$ cat src/rtl/branch_redirect_ctrl.sv
// -----------------------------------------------------------------------------
// branch_redirect_ctrl
//
// Purpose:
//   Control-flow recovery sequencer for the execute stage. When a branch,
//   JAL or JALR resolves, the actual outcome (taken, target) is compared
//   against the prediction made at fetch. On a mismatch the wrong-path
//   pipeline registers are flushed and a redirect request carrying the
//   corrected PC is held towards fetch until fetch accepts it. Every
//   accepted resolved instruction also produces a one-cycle predictor
//   update record. All outputs are registered.
//
// Ports:
//   clk             system clock, rising edge
//   rst             asynchronous active-high reset
//   ex_valid        EX holds a resolved branch/JAL/JALR this cycle
//   ex_pc           PC of the resolved instruction
//   ex_taken        actual taken outcome (1 for jumps)
//   ex_target       actual target address
//   ex_pred_taken   taken prediction made at fetch
//   ex_pred_target  target prediction made at fetch
//   redir_ready     fetch accepts the redirect this cycle
//   redir_valid     redirect request to fetch
//   redir_pc        corrected fetch PC, stable while redir_valid is high
//   flush_ifid      squash IF/ID register (every redirect cycle)
//   flush_idex      squash ID/EX register (first redirect cycle only)
//   bp_upd_valid    predictor update strobe (cycle after acceptance)
//   bp_upd_pc       PC of the updated branch
//   bp_upd_taken    actual outcome
//   bp_upd_target   actual target
//
// Optional build macro:
//   BRANCH_REDIRECT_STATS_EN - adds 32-bit outputs stat_branches (accepted
//   instructions) and stat_mispredicts (accepted mispredicts). Both wrap
//   silently and update on the acceptance edge.
// -----------------------------------------------------------------------------
module branch_redirect_ctrl #(
   parameter int XLEN        = 32,
   parameter int INSTR_BYTES = 4
) (
   input  logic            clk,
   input  logic            rst,
   input  logic            ex_valid,
   input  logic [XLEN-1:0] ex_pc,
   input  logic            ex_taken,
   input  logic [XLEN-1:0] ex_target,
   input  logic            ex_pred_taken,
   input  logic [XLEN-1:0] ex_pred_target,
   input  logic            redir_ready,
`ifdef BRANCH_REDIRECT_STATS_EN
   output logic [31:0]     stat_branches,
   output logic [31:0]     stat_mispredicts,
`endif
   output logic            redir_valid,
   output logic [XLEN-1:0] redir_pc,
   output logic            flush_ifid,
   output logic            flush_idex,
   output logic            bp_upd_valid,
   output logic [XLEN-1:0] bp_upd_pc,
   output logic            bp_upd_taken,
   output logic [XLEN-1:0] bp_upd_target
);

   typedef enum logic [0:0] {
      ST_IDLE     = 1'b0,
      ST_REDIRECT = 1'b1
   } state_t;

   state_t          r_state;
   state_t          w_state_next;

   logic [XLEN-1:0] r_redir_pc;
   logic [XLEN-1:0] w_redir_pc_next;
   logic            r_flush_idex;
   logic            w_flush_idex_next;
   logic            r_bp_upd_valid;
   logic            w_bp_upd_valid_next;
   logic [XLEN-1:0] r_bp_upd_pc;
   logic [XLEN-1:0] w_bp_upd_pc_next;
   logic            r_bp_upd_taken;
   logic            w_bp_upd_taken_next;
   logic [XLEN-1:0] r_bp_upd_target;
   logic [XLEN-1:0] w_bp_upd_target_next;

   logic [XLEN-1:0] w_fallthru_pc;
   logic [XLEN-1:0] w_correct_pc;
   logic            w_mispredict;
   logic            w_accept;

   // Fall-through address wraps naturally at 2^XLEN through truncation.
   assign w_fallthru_pc = ex_pc + XLEN'(INSTR_BYTES);
   assign w_correct_pc  = ex_taken ? ex_target : w_fallthru_pc;

   // A target mismatch only matters when both the prediction and the
   // outcome say taken; a not-taken pair never consults the target.
   assign w_mispredict  = (ex_taken != ex_pred_taken) ||
                          (ex_taken && ex_pred_taken && (ex_target != ex_pred_target));

   // While redirecting, EX holds wrong-path work and is ignored entirely.
   assign w_accept      = ex_valid && (r_state == ST_IDLE);

   // ---------------------------------------------------------------------
   // Next-state / next-output logic
   // ---------------------------------------------------------------------
   always_comb begin
      w_state_next         = r_state;
      w_redir_pc_next      = r_redir_pc;
      w_flush_idex_next    = 1'b0;
      w_bp_upd_valid_next  = 1'b0;
      w_bp_upd_pc_next     = r_bp_upd_pc;
      w_bp_upd_taken_next  = r_bp_upd_taken;
      w_bp_upd_target_next = r_bp_upd_target;

      case (r_state)
         ST_IDLE: begin
            if (w_accept) begin
               w_bp_upd_valid_next  = 1'b1;
               w_bp_upd_pc_next     = ex_pc;
               w_bp_upd_taken_next  = ex_taken;
               w_bp_upd_target_next = ex_target;
               if (w_mispredict) begin
                  w_state_next      = ST_REDIRECT;
                  w_redir_pc_next   = w_correct_pc;
                  w_flush_idex_next = 1'b1;
               end
            end
         end
         ST_REDIRECT: begin
            // redir_pc is left untouched here so it stays stable for the
            // whole handshake.
            if (redir_ready) begin
               w_state_next = ST_IDLE;
            end
         end
         default: begin
            w_state_next = ST_IDLE;
         end
      endcase
   end

   // ---------------------------------------------------------------------
   // State and output registers
   // ---------------------------------------------------------------------
   always_ff @(posedge clk or posedge rst) begin
      if (rst) begin
         r_state         <= ST_IDLE;
         r_redir_pc      <= '0;
         r_flush_idex    <= 1'b0;
         r_bp_upd_valid  <= 1'b0;
         r_bp_upd_pc     <= '0;
         r_bp_upd_taken  <= 1'b0;
         r_bp_upd_target <= '0;
      end else begin
         r_state         <= w_state_next;
         r_redir_pc      <= w_redir_pc_next;
         r_flush_idex    <= w_flush_idex_next;
         r_bp_upd_valid  <= w_bp_upd_valid_next;
         r_bp_upd_pc     <= w_bp_upd_pc_next;
         r_bp_upd_taken  <= w_bp_upd_taken_next;
         r_bp_upd_target <= w_bp_upd_target_next;
      end
   end

   // redir_valid / flush_ifid are decodes of the state register, so there
   // is no combinational path from the ex_* inputs to the redirect outputs.
   assign redir_valid   = (r_state == ST_REDIRECT);
   assign flush_ifid    = (r_state == ST_REDIRECT);
   assign redir_pc      = r_redir_pc;
   assign flush_idex    = r_flush_idex;
   assign bp_upd_valid  = r_bp_upd_valid;
   assign bp_upd_pc     = r_bp_upd_pc;
   assign bp_upd_taken  = r_bp_upd_taken;
   assign bp_upd_target = r_bp_upd_target;

`ifdef BRANCH_REDIRECT_STATS_EN
   // ---------------------------------------------------------------------
   // Statistics counters, updated on the acceptance edge
   // ---------------------------------------------------------------------
   logic [31:0] r_stat_branches;
   logic [31:0] r_stat_mispredicts;

   always_ff @(posedge clk or posedge rst) begin
      if (rst) begin
         r_stat_branches    <= '0;
         r_stat_mispredicts <= '0;
      end else if (w_accept) begin
         r_stat_branches <= r_stat_branches + 32'd1;
         if (w_mispredict) begin
            r_stat_mispredicts <= r_stat_mispredicts + 32'd1;
         end
      end
   end

   assign stat_branches    = r_stat_branches;
   assign stat_mispredicts = r_stat_mispredicts;
`else
   // Statistics counters are not built in this configuration.
`endif

endmodule

$ cat config.mk
export PLATFORM = sky130hd
export DESIGN_NAME = branch_redirect_ctrl
export DESIGN_NICKNAME = d
export VERILOG_FILES = /design/src/rtl/branch_redirect_ctrl.sv
export SDC_FILE = /design/constraint.sdc
export NUM_CORES = 1
export LEC_CHECK = 0
export CORE_MARGIN = 1
export CORE_UTILIZATION = 45
export CTS_BUF_LIST = sky130_fd_sc_hd__clkbuf_4 sky130_fd_sc_hd__clkbuf_8
export CTS_CLUSTER_DIAMETER = 50
export DETAILED_ROUTE_END_ITERATION = 12
export GPL_ROUTABILITY_DRIVEN = 0
export GPL_TIMING_DRIVEN = 0
export PLACE_DENSITY = 0.92
export SYNTH_ARGS = -nofsm -noshare
export SYNTH_HDL_FRONTEND = slang
export SYNTH_SLANG_ARGS = --single-unit
$ cat constraint.sdc
create_clock -name clk -period 4.4 [get_ports clk]
set_clock_uncertainty 0.15 [all_clocks]
set_input_delay 1.1 -clock clk [delete_from_list [all_inputs] [get_ports clk]]
set_output_delay 1.1 -clock clk [all_outputs]
set_load 0.01 [all_outputs]
### Word level (Yosys, flattened, before mapping)

Cells that the tools add are included.

| word-level totals | value |
|---|---|
| register bits | 100 |
| bits of input ports | 102 |
| output and inout bits | 101 |
| word-level logic and storage cells | 25 |

| cells by class | value |
|---|---|
| add/sub/neg operators | 1 |
| equal/unequal tests | 2 |
| multiplexer cells | 8 |
| bitwise gates (word level) | 1 |
| reduce and logical (&&, ||, !) cells | 6 |

Operators by type and width:

| operator | count |
|---|---|
| adder 32 x 3 -> 32 bit, second input constant | 1 |
| two-way mux 32 bit | 1 |
| inequality test 32 bit | 1 |
| two-way mux 1 bit | 6 |
| logical AND 1 bit | 3 |
| AND reduction 3 bit | 1 |
| one-hot mux 1 bit (2 select lines) | 1 |
| AND reduction 2 bit | 1 |
| logical OR 1 bit | 1 |
| inequality test 1 bit | 1 |
| inverter 1 bit | 1 |

### Longest topological paths before layout

Gate-level depths: netlist (run 1).

| depth | value |
|---|---|
| depth in word-level cells | 6 |
| depth in mapped cells | 7 |
| mapped depth without buffers | 7 |

### Worst setup path before layout (run 1)

Ideal clock, no wire load.

| path | value |
|---|---|
| kind | input port to flip-flop |
| start point | in ex_pc[14] |
| end point | reg r_redir_pc[31], in the netlist redir_pc[31] |
| setup time | 0.127 ns |
| data arrival time | 2.591 ns |
| data required time | 4.123 ns |
| slack | 1.531 ns |
| cell stages on the path | 6 |
| buffers on the path | 0 |
| path through | nand4_1 > or4_4 > nor4_4 > xnor2_1 > o21ai_1 > mux2_1 |

| on the way | value |
|---|---|
| cells in the longest elaborated chain, start to end | 2 |

RTL lines:

| what | line | text |
|---|---|---|
| from (decl) | 44 | `input logic [XLEN-1:0] ex_pc,` |
| adder 32 x 3 -> 32 bit | 91 | `assign w_fallthru_pc = ex_pc + XLEN'(INSTR_BYTES);` |
| two-way mux 32 bit | 92 | `assign w_correct_pc = ex_taken ? ex_target : w_fallthru_pc;` |
| to (signal assigned) | 155 | `r_redir_pc <= w_redir_pc_next;` |
| to (decl) | 72 | `logic [XLEN-1:0] r_redir_pc;` |

Every way passes these cells.
A chain may end at the register's enable or synchronous reset.

### Worst setup path in the final report (run 1)

| path | value |
|---|---|
| start point | in ex_pc[11] |
| end point | reg r_redir_pc[27], in the netlist redir_pc[27] |

Same word-level chain as after synthesis.

==> flow_metrics.env, run 1 <==
export IMPL_status="complete, no violations"
export IMPL_grt_ovfl_total=0
export IMPL_dr_pass1_iters=4
export IMPL_period_needed_ns=3.93
export IMPL_htree_levels=3
export IMPL_vias=4103
export IMPL_fmax_mhz=254
export IMPL_switchingPower_uw=944
export IMPL_worstHoldPathType="reg -> reg"
export IMPL_required_ns=4.49
export IMPL_critPathLaunchType="input port"
export IMPL_wl_per_cell_microns=20.0
export IMPL_antenna_found_initial=0
export IMPL_hold_buffers=0
export IMPL_final_cell_mix="clkdlybuf4s50_1, dfrtp_1, mux2_2"
export IMPL_syn_inst=410
export IMPL_drive_gt1_share_pct=19.4
export IMPL_timing_hold_ws_ns=0.360
export IMPL_drt_total_wl_mm=15.3
export IMPL_setup_viol=0
export IMPL_die_h_microns=107
export IMPL_switching_share_pct=29.4
export IMPL_die_area_sq_mm=0.0114
export IMPL_worstSetupPathType="in -> reg"
export IMPL_synth_area_per_cell_sq_um=12.0
export IMPL_grt_pass1_vias=4460
export IMPL_combPwrFrac_pct=39.0
export IMPL_endpoint_kind="flip-flop"
export IMPL_internal_power_mw=2.27
export IMPL_fin_crit_sh_pct=89.3
export IMPL_die_w_microns=107
export IMPL_multi_input_area_sq_mm=0.00233
export IMPL_syn_nets=514
export IMPL_coreArea_sq_mm=0.0105
export IMPL_final_common_cell="clkdlybuf4s50_1"
export IMPL_hold_violations=0
export IMPL_maxCapViolations=0
export IMPL_cellLeakagePower_nw=2.92
export IMPL_slew_headroom_pct=15.5
export IMPL_final_net_count=728
export IMPL_insertion_delay_ns=0.36
export IMPL_ff_latch_area_sq_mm=0.00250
export IMPL_netlist_area_sq_mm=0.00492
export IMPL_synth_distinct_cells=30
export IMPL_arrival_ns=4.02
export IMPL_ant_nets=0
export IMPL_vias_per_cell=5.37
export IMPL_cts_setup_buffers=0
export IMPL_power_frac_seq_pct=40.9
export IMPL_drtIter0Drc=134
export IMPL_clockBufferDepth=2
export IMPL_cts_root_buffer_cell="clkbuf_8"
export IMPL_synth_seq_cells=100
export IMPL_clockPowerShare_pct=20.1
export IMPL_seq_area_frac_synth_pct=50.8
export IMPL_slew_violations=0
export IMPL_area_growth_syn_to_layout_pct=49.5
export IMPL_start_util_pct=47.1
export IMPL_ir_worst_vdd_mv=0.229
export IMPL_grt_usage_pct=27.6
export IMPL_drc_errors=0
export IMPL_portBuffers=202
export IMPL_dp_cells=749
export IMPL_yosysWarningCount=0
export IMPL_cp_max_fo=6
export IMPL_instances_no_fill=764
export IMPL_powerDensity_mw_per_mm2=436
export IMPL_cts_tree="yes"
export IMPL_cts_sinks=100
export IMPL_clkTransAtPathRegs_ns=0.09
export IMPL_ff2ff_setup_slack_ns=1.88
export IMPL_antenna_cells=0
export IMPL_worstMarginPinSlew_ns=1.26
export IMPL_numCtsBuffers=9
export IMPL_grt_pass1_wl_mm=23.7
export IMPL_rows=37
export IMPL_pin_count=203
export IMPL_grt_setup_unrepaired="no"
export IMPL_fill_cells=807
export IMPL_cts_resized_gates=0
export IMPL_place_hpwl_mm=12.1
export IMPL_grt_start_max_net_pins=52
[cell families (layout without fill, tap and decap cells)]
group                      Yosys count  after routing  share of synthesized area [%]
AOI/OAI and AO/OA                   31             31                           3.25
xor gates and xnor gates            60             60                           10.7
adders and majority gates            2              2                          0.508
buffers and inverters               24            242                           1.91
DFF                                100            100                           50.8
muxes                              100            100                           22.9
and+or+nand+nor                     93             93                           9.99
[layer usage]
metal  vias up  track usage [%]  part of all wire, %
li1       1856                -                    -
met1      2045             32.7                   40
met2       172             49.9                   52
met3        30             5.59                  6.3
met4         0             8.71                  2.4
met5         -                0                    0
[final cells by class]
class	instances	share of cell area (%)
Inverter	5	0.289
Clock inverter	4	1.02
Buffer	19	1.02
Clock buffer	11	1.89
Timing Repair Buffer	203	27.8
Sequential cell	100	34.0
Multi-Input combinational cell	286	31.6
Tap cell	136	2.31
[through the flow]
stage | setup TNS, ns | total power [mW] | instance area, sq um | setup WS, ns | util (%)
5_1_grt | 0 | 3.35 | 7360 | 0.354 | 70.4
6_report | 0 | 3.21 | 7360 | 0.469 | 70.4
4_1_cts | 0 | 3.23 | 7360 | 0.573 | 70.4
3_3_place_gp | -82.26 | 2.53 | 7120 | -0.827 | 68.0
2_1_floorplan | 0 | 1.80 | 4920 | 0.531 | -
3_5_place_dp | 0 | 2.59 | 7150 | 0.214 | 68.3
[flip-flops by register name (all words and copies together), names as in the netlist]
register	cells
bp_upd_pc	32
bp_upd_target	32
redir_pc	32
bp_upd_taken	1
bp_upd_valid	1
flush_idex	1
flush_ifid	1
[path summary, 6_finish.rpt]
kind / from / end / depth (start not counted)
max: ex_pc[11] / redir_pc[27] / 7
min: redir_pc[31] / redir_pc[31] / 1
max reg2reg: flush_ifid / bp_upd_pc[5] / 5
min reg2reg: redir_pc[31] / redir_pc[31] / 1
max in group asynchronous: rst / redir_pc[30] / 3
min in group asynchronous: rst / bp_upd_pc[12] / 2
[worst max-delay path, stage by stage]
cell and delay [ns]:
clkdlybuf4s50_1 0.60, nand4_1 0.26, nor4_1 1.10, nand4_1 0.27
xor2_1 0.29, o21ai_0 0.12, mux2_2 0.28
[power by group through the flow]
stage / Sequential, mW / Clock [mW] / Combinational (mW)
3_3_place_gp: 1.31 / 0 / 1.22
4_1_cts: 1.31 / 0.657 / 1.26
6_report: 1.31 / 0.646 / 1.25
3_5_place_dp: 1.33 / 0 / 1.26
2_1_floorplan: 1.44 / 0 / 0.367
5_1_grt: 1.34 / 0.684 / 1.32
[synthesized netlist by cell type]
cell type	number	area, sq um
nor2b_1	1	6.26
nor2_1	6	22.5
nor4_2	1	12.5
or4_1	1	7.51
o21ai_1	1	5.00
and4_1	2	17.5
inv_1	5	18.8
nor3_1	4	20.0
nand2_1	42	158
o211ai_1	1	7.51
nor4_1	9	56.3
xnor2_1	10	87.6
mux2_2	99	1110
dfrtp_1	100	2500
buf_4	1	7.51
buf_1	5	18.8
clkbuf_1	13	48.8
nor4_4	1	21.3
a21o_1	1	7.51
or4_4	1	11.3
xor2_1	50	438
nand4_4	1	21.3
o21ai_0	28	140
ha_1	2	25.0
or3_1	1	6.26
and2_1	1	6.26
mux2_1	1	11.3
nand4_1	11	68.8
nand3_1	10	50.1
or2_2	1	6.26
No activity file was read; power rests on OpenSTA's default activity.
==> inputs of run 2 (changes only) <==
--- a/config.mk
+++ b/config.mk
@@ -6,13 +6,13 @@
 export NUM_CORES = 1
 export LEC_CHECK = 0
 export CORE_MARGIN = 1
-export CORE_UTILIZATION = 45
+export CORE_UTILIZATION = 31
 export CTS_BUF_LIST = sky130_fd_sc_hd__clkbuf_4 sky130_fd_sc_hd__clkbuf_8
 export CTS_CLUSTER_DIAMETER = 50
 export DETAILED_ROUTE_END_ITERATION = 12
 export GPL_ROUTABILITY_DRIVEN = 0
 export GPL_TIMING_DRIVEN = 0
-export PLACE_DENSITY = 0.92
+export PLACE_DENSITY = 0.7
 export SYNTH_ARGS = -nofsm -noshare
 export SYNTH_HDL_FRONTEND = slang
 export SYNTH_SLANG_ARGS = --single-unit
==> run 2 against run 1 <==
Against the previous run:
- clock power down 8.8%
- setup slack better by 0.13 ns
- global-route usage down 7.6 points
- critical path depth up 1
- final cell count up 9.7%
- maximum frequency up 3.5%
- non-clock buffer count unchanged
- core utilization down 22 points
- hold slack better by 0.0019 ns
- critical endpoint is now redir_pc[31]
- highest routed layer unchanged
==> flow_metrics.env, run 2 (synthesis gave the netlist of run 1 again) <==
export IMPL_vias=4013
export IMPL_combPwrFrac_pct=39.6
export IMPL_final_common_cell="clkdlybuf4s50_1"
export IMPL_grt_start_max_net_pins=52
export IMPL_drt_total_wl_mm=15.7
export IMPL_switching_share_pct=29.9
export IMPL_period_needed_ns=3.80
export IMPL_htree_levels=3
export IMPL_rows=45
export IMPL_slew_violations=0
export IMPL_cts_setup_buffers=0
export IMPL_worstHoldPathType="reg -> reg"
export IMPL_maxCapViolations=0
export IMPL_p_total_mw=3.14
export IMPL_setup_slack_ns=0.603
export IMPL_grt_usage_pct=20.0
export IMPL_cts_sinks=100
export IMPL_drive_gt1_share_pct=19.3
export IMPL_pin_count=203
export IMPL_required_ns=4.52
export IMPL_area_growth_syn_to_layout_pct=50.7
export IMPL_clockBufferDepth=2
export IMPL_grt_pass1_vias=4325
export IMPL_hold_violations=0
export IMPL_fin_util_pct=48.3
export IMPL_clockPowerShare_pct=18.7
export IMPL_drtIter0Drc=144
export IMPL_final_cell_mix="clkdlybuf4s50_1, dfrtp_1, mux2_2"
export IMPL_worstSetupPathType="in -> reg"
export IMPL_timing_hold_ws_ns=0.362
export IMPL_insertion_delay_ns=0.38
export IMPL_ff2ff_setup_slack_ns=1.85
export IMPL_arrival_ns=3.92
export IMPL_crit_path_end="redir_pc[31]"
export IMPL_internal_power_mw=2.20
export IMPL_critPathLaunch="ex_target[26]"
export IMPL_setup_tns_ns=0
export IMPL_die_h_microns=128
export IMPL_dpl_cell_area_sq_mm=0.00724
export IMPL_dp_slack_ns=0.102
export IMPL_dp_cells=824
export IMPL_cellLeakagePower_nw=2.92
export IMPL_numCtsBuffers=9
export IMPL_start_util_pct=32.0
export IMPL_switchingPower_uw=941
export IMPL_cts_resized_gates=0
export IMPL_r2r_end="bp_upd_pc[5]"
export IMPL_grt_ovfl_total=0
export IMPL_grt_pass1_wl_mm=24.2
export IMPL_drc_errors=0
export IMPL_ant_nets=0
export IMPL_portBuffers=202
export IMPL_power_frac_seq_pct=41.7
export IMPL_coreArea_sq_mm=0.0154
export IMPL_ir_worst_vdd_mv=0.194
export IMPL_grt_setup_unrepaired="no"
export IMPL_cts_root_buffer_cell="clkbuf_8"
export IMPL_antenna_cells=0
export IMPL_status="complete, no violations"
export IMPL_cts_tree="yes"
export IMPL_instances_no_fill=838
export IMPL_fill_cells=1394
export IMPL_cp_max_fo=10
export IMPL_slew_headroom_pct=16.2
export IMPL_antenna_found_initial=0
export IMPL_die_w_microns=128
export IMPL_place_hpwl_mm=12.5
export IMPL_dr_pass1_iters=4
export IMPL_ff2ff_path_depth=5
export IMPL_die_area_sq_mm=0.0164
export IMPL_endpoint_kind="flip-flop"
export IMPL_worstMarginPinSlew_ns=1.25
export IMPL_wl_per_cell_microns=18.7
export IMPL_vias_per_cell=4.79
export IMPL_powerDensity_mw_per_mm2=424
export IMPL_fmax_mhz=263
export IMPL_clkTransAtPathRegs_ns=0.09
export IMPL_critPathLaunchType="input port"
export IMPL_hold_buffers=0
export IMPL_fin_crit_sh_pct=86.3
export IMPL_design_area_sq_mm=0.00742
export IMPL_timing_rr_start="flush_ifid"
export IMPL_final_net_count=728
export IMPL_setup_viol=0
==> run 2: final cells by class <==
| type | count | area, sq um | area share (%) |
|---|---|---|---|
| plain buffers | 19 | 75.1 | 1.01 |
| flip-flops and latches | 100 | 2500 | 33.7 |
| multi-input cells | 286 | 2330 | 31.4 |
| repair buffers | 203 | 2050 | 27.6 |
| well taps | 211 | 264 | 3.56 |
| inverters | 5 | 21.3 | 0.287 |
| clock inverters | 3 | 40.0 | 0.540 |
| clock buffers | 11 | 139 | 1.87 |
==> run 2: worst min-delay path by stage <==
stage	start	end	cells after the start
6_report	redir_pc[31]	redir_pc[31]	1
5_1_grt	redir_pc[5]	redir_pc[5]	1
4_1_cts	redir_pc[31]	redir_pc[31]	1
3_5_place_dp	redir_pc[31]	redir_pc[31]	1
3_3_place_gp	redir_pc[31]	redir_pc[31]	1
2_1_floorplan	redir_pc[31]	redir_pc[31]	1
==> run 2: power by group through the flow <==
stage / clock [mW] / combinational [mW] / sequential [mW]
after floorplan: 0 / 0.367 / 1.44
after global placement: 0 / 1.24 / 1.31
after detailed placement: 0 / 1.26 / 1.33
after CTS: 0.607 / 1.26 / 1.31
after global routing: 0.648 / 1.33 / 1.35
final: 0.589 / 1.24 / 1.31
==> run 2: per-layer routing <==
layer / vias up / wire (microns) / GRT usage (%)
li1: 1861 / - / -
met3: 15 / 959 / 4.76
met2: 143 / 7620 / 33.2
met5: - / 0 / 0
met4: 0 / 254 / 7.54
met1: 1994 / 6870 / 25.1
==> run 2: critical path: stages <==
cell and delay (ns):
clkdlybuf4s50_1 0.46, xor2_1 0.24, nor4_1 0.61, nand4_1 0.21, o211ai_1 0.22, nand2_1 0.26, clkbuf_1 0.41, mux2_1 0.41
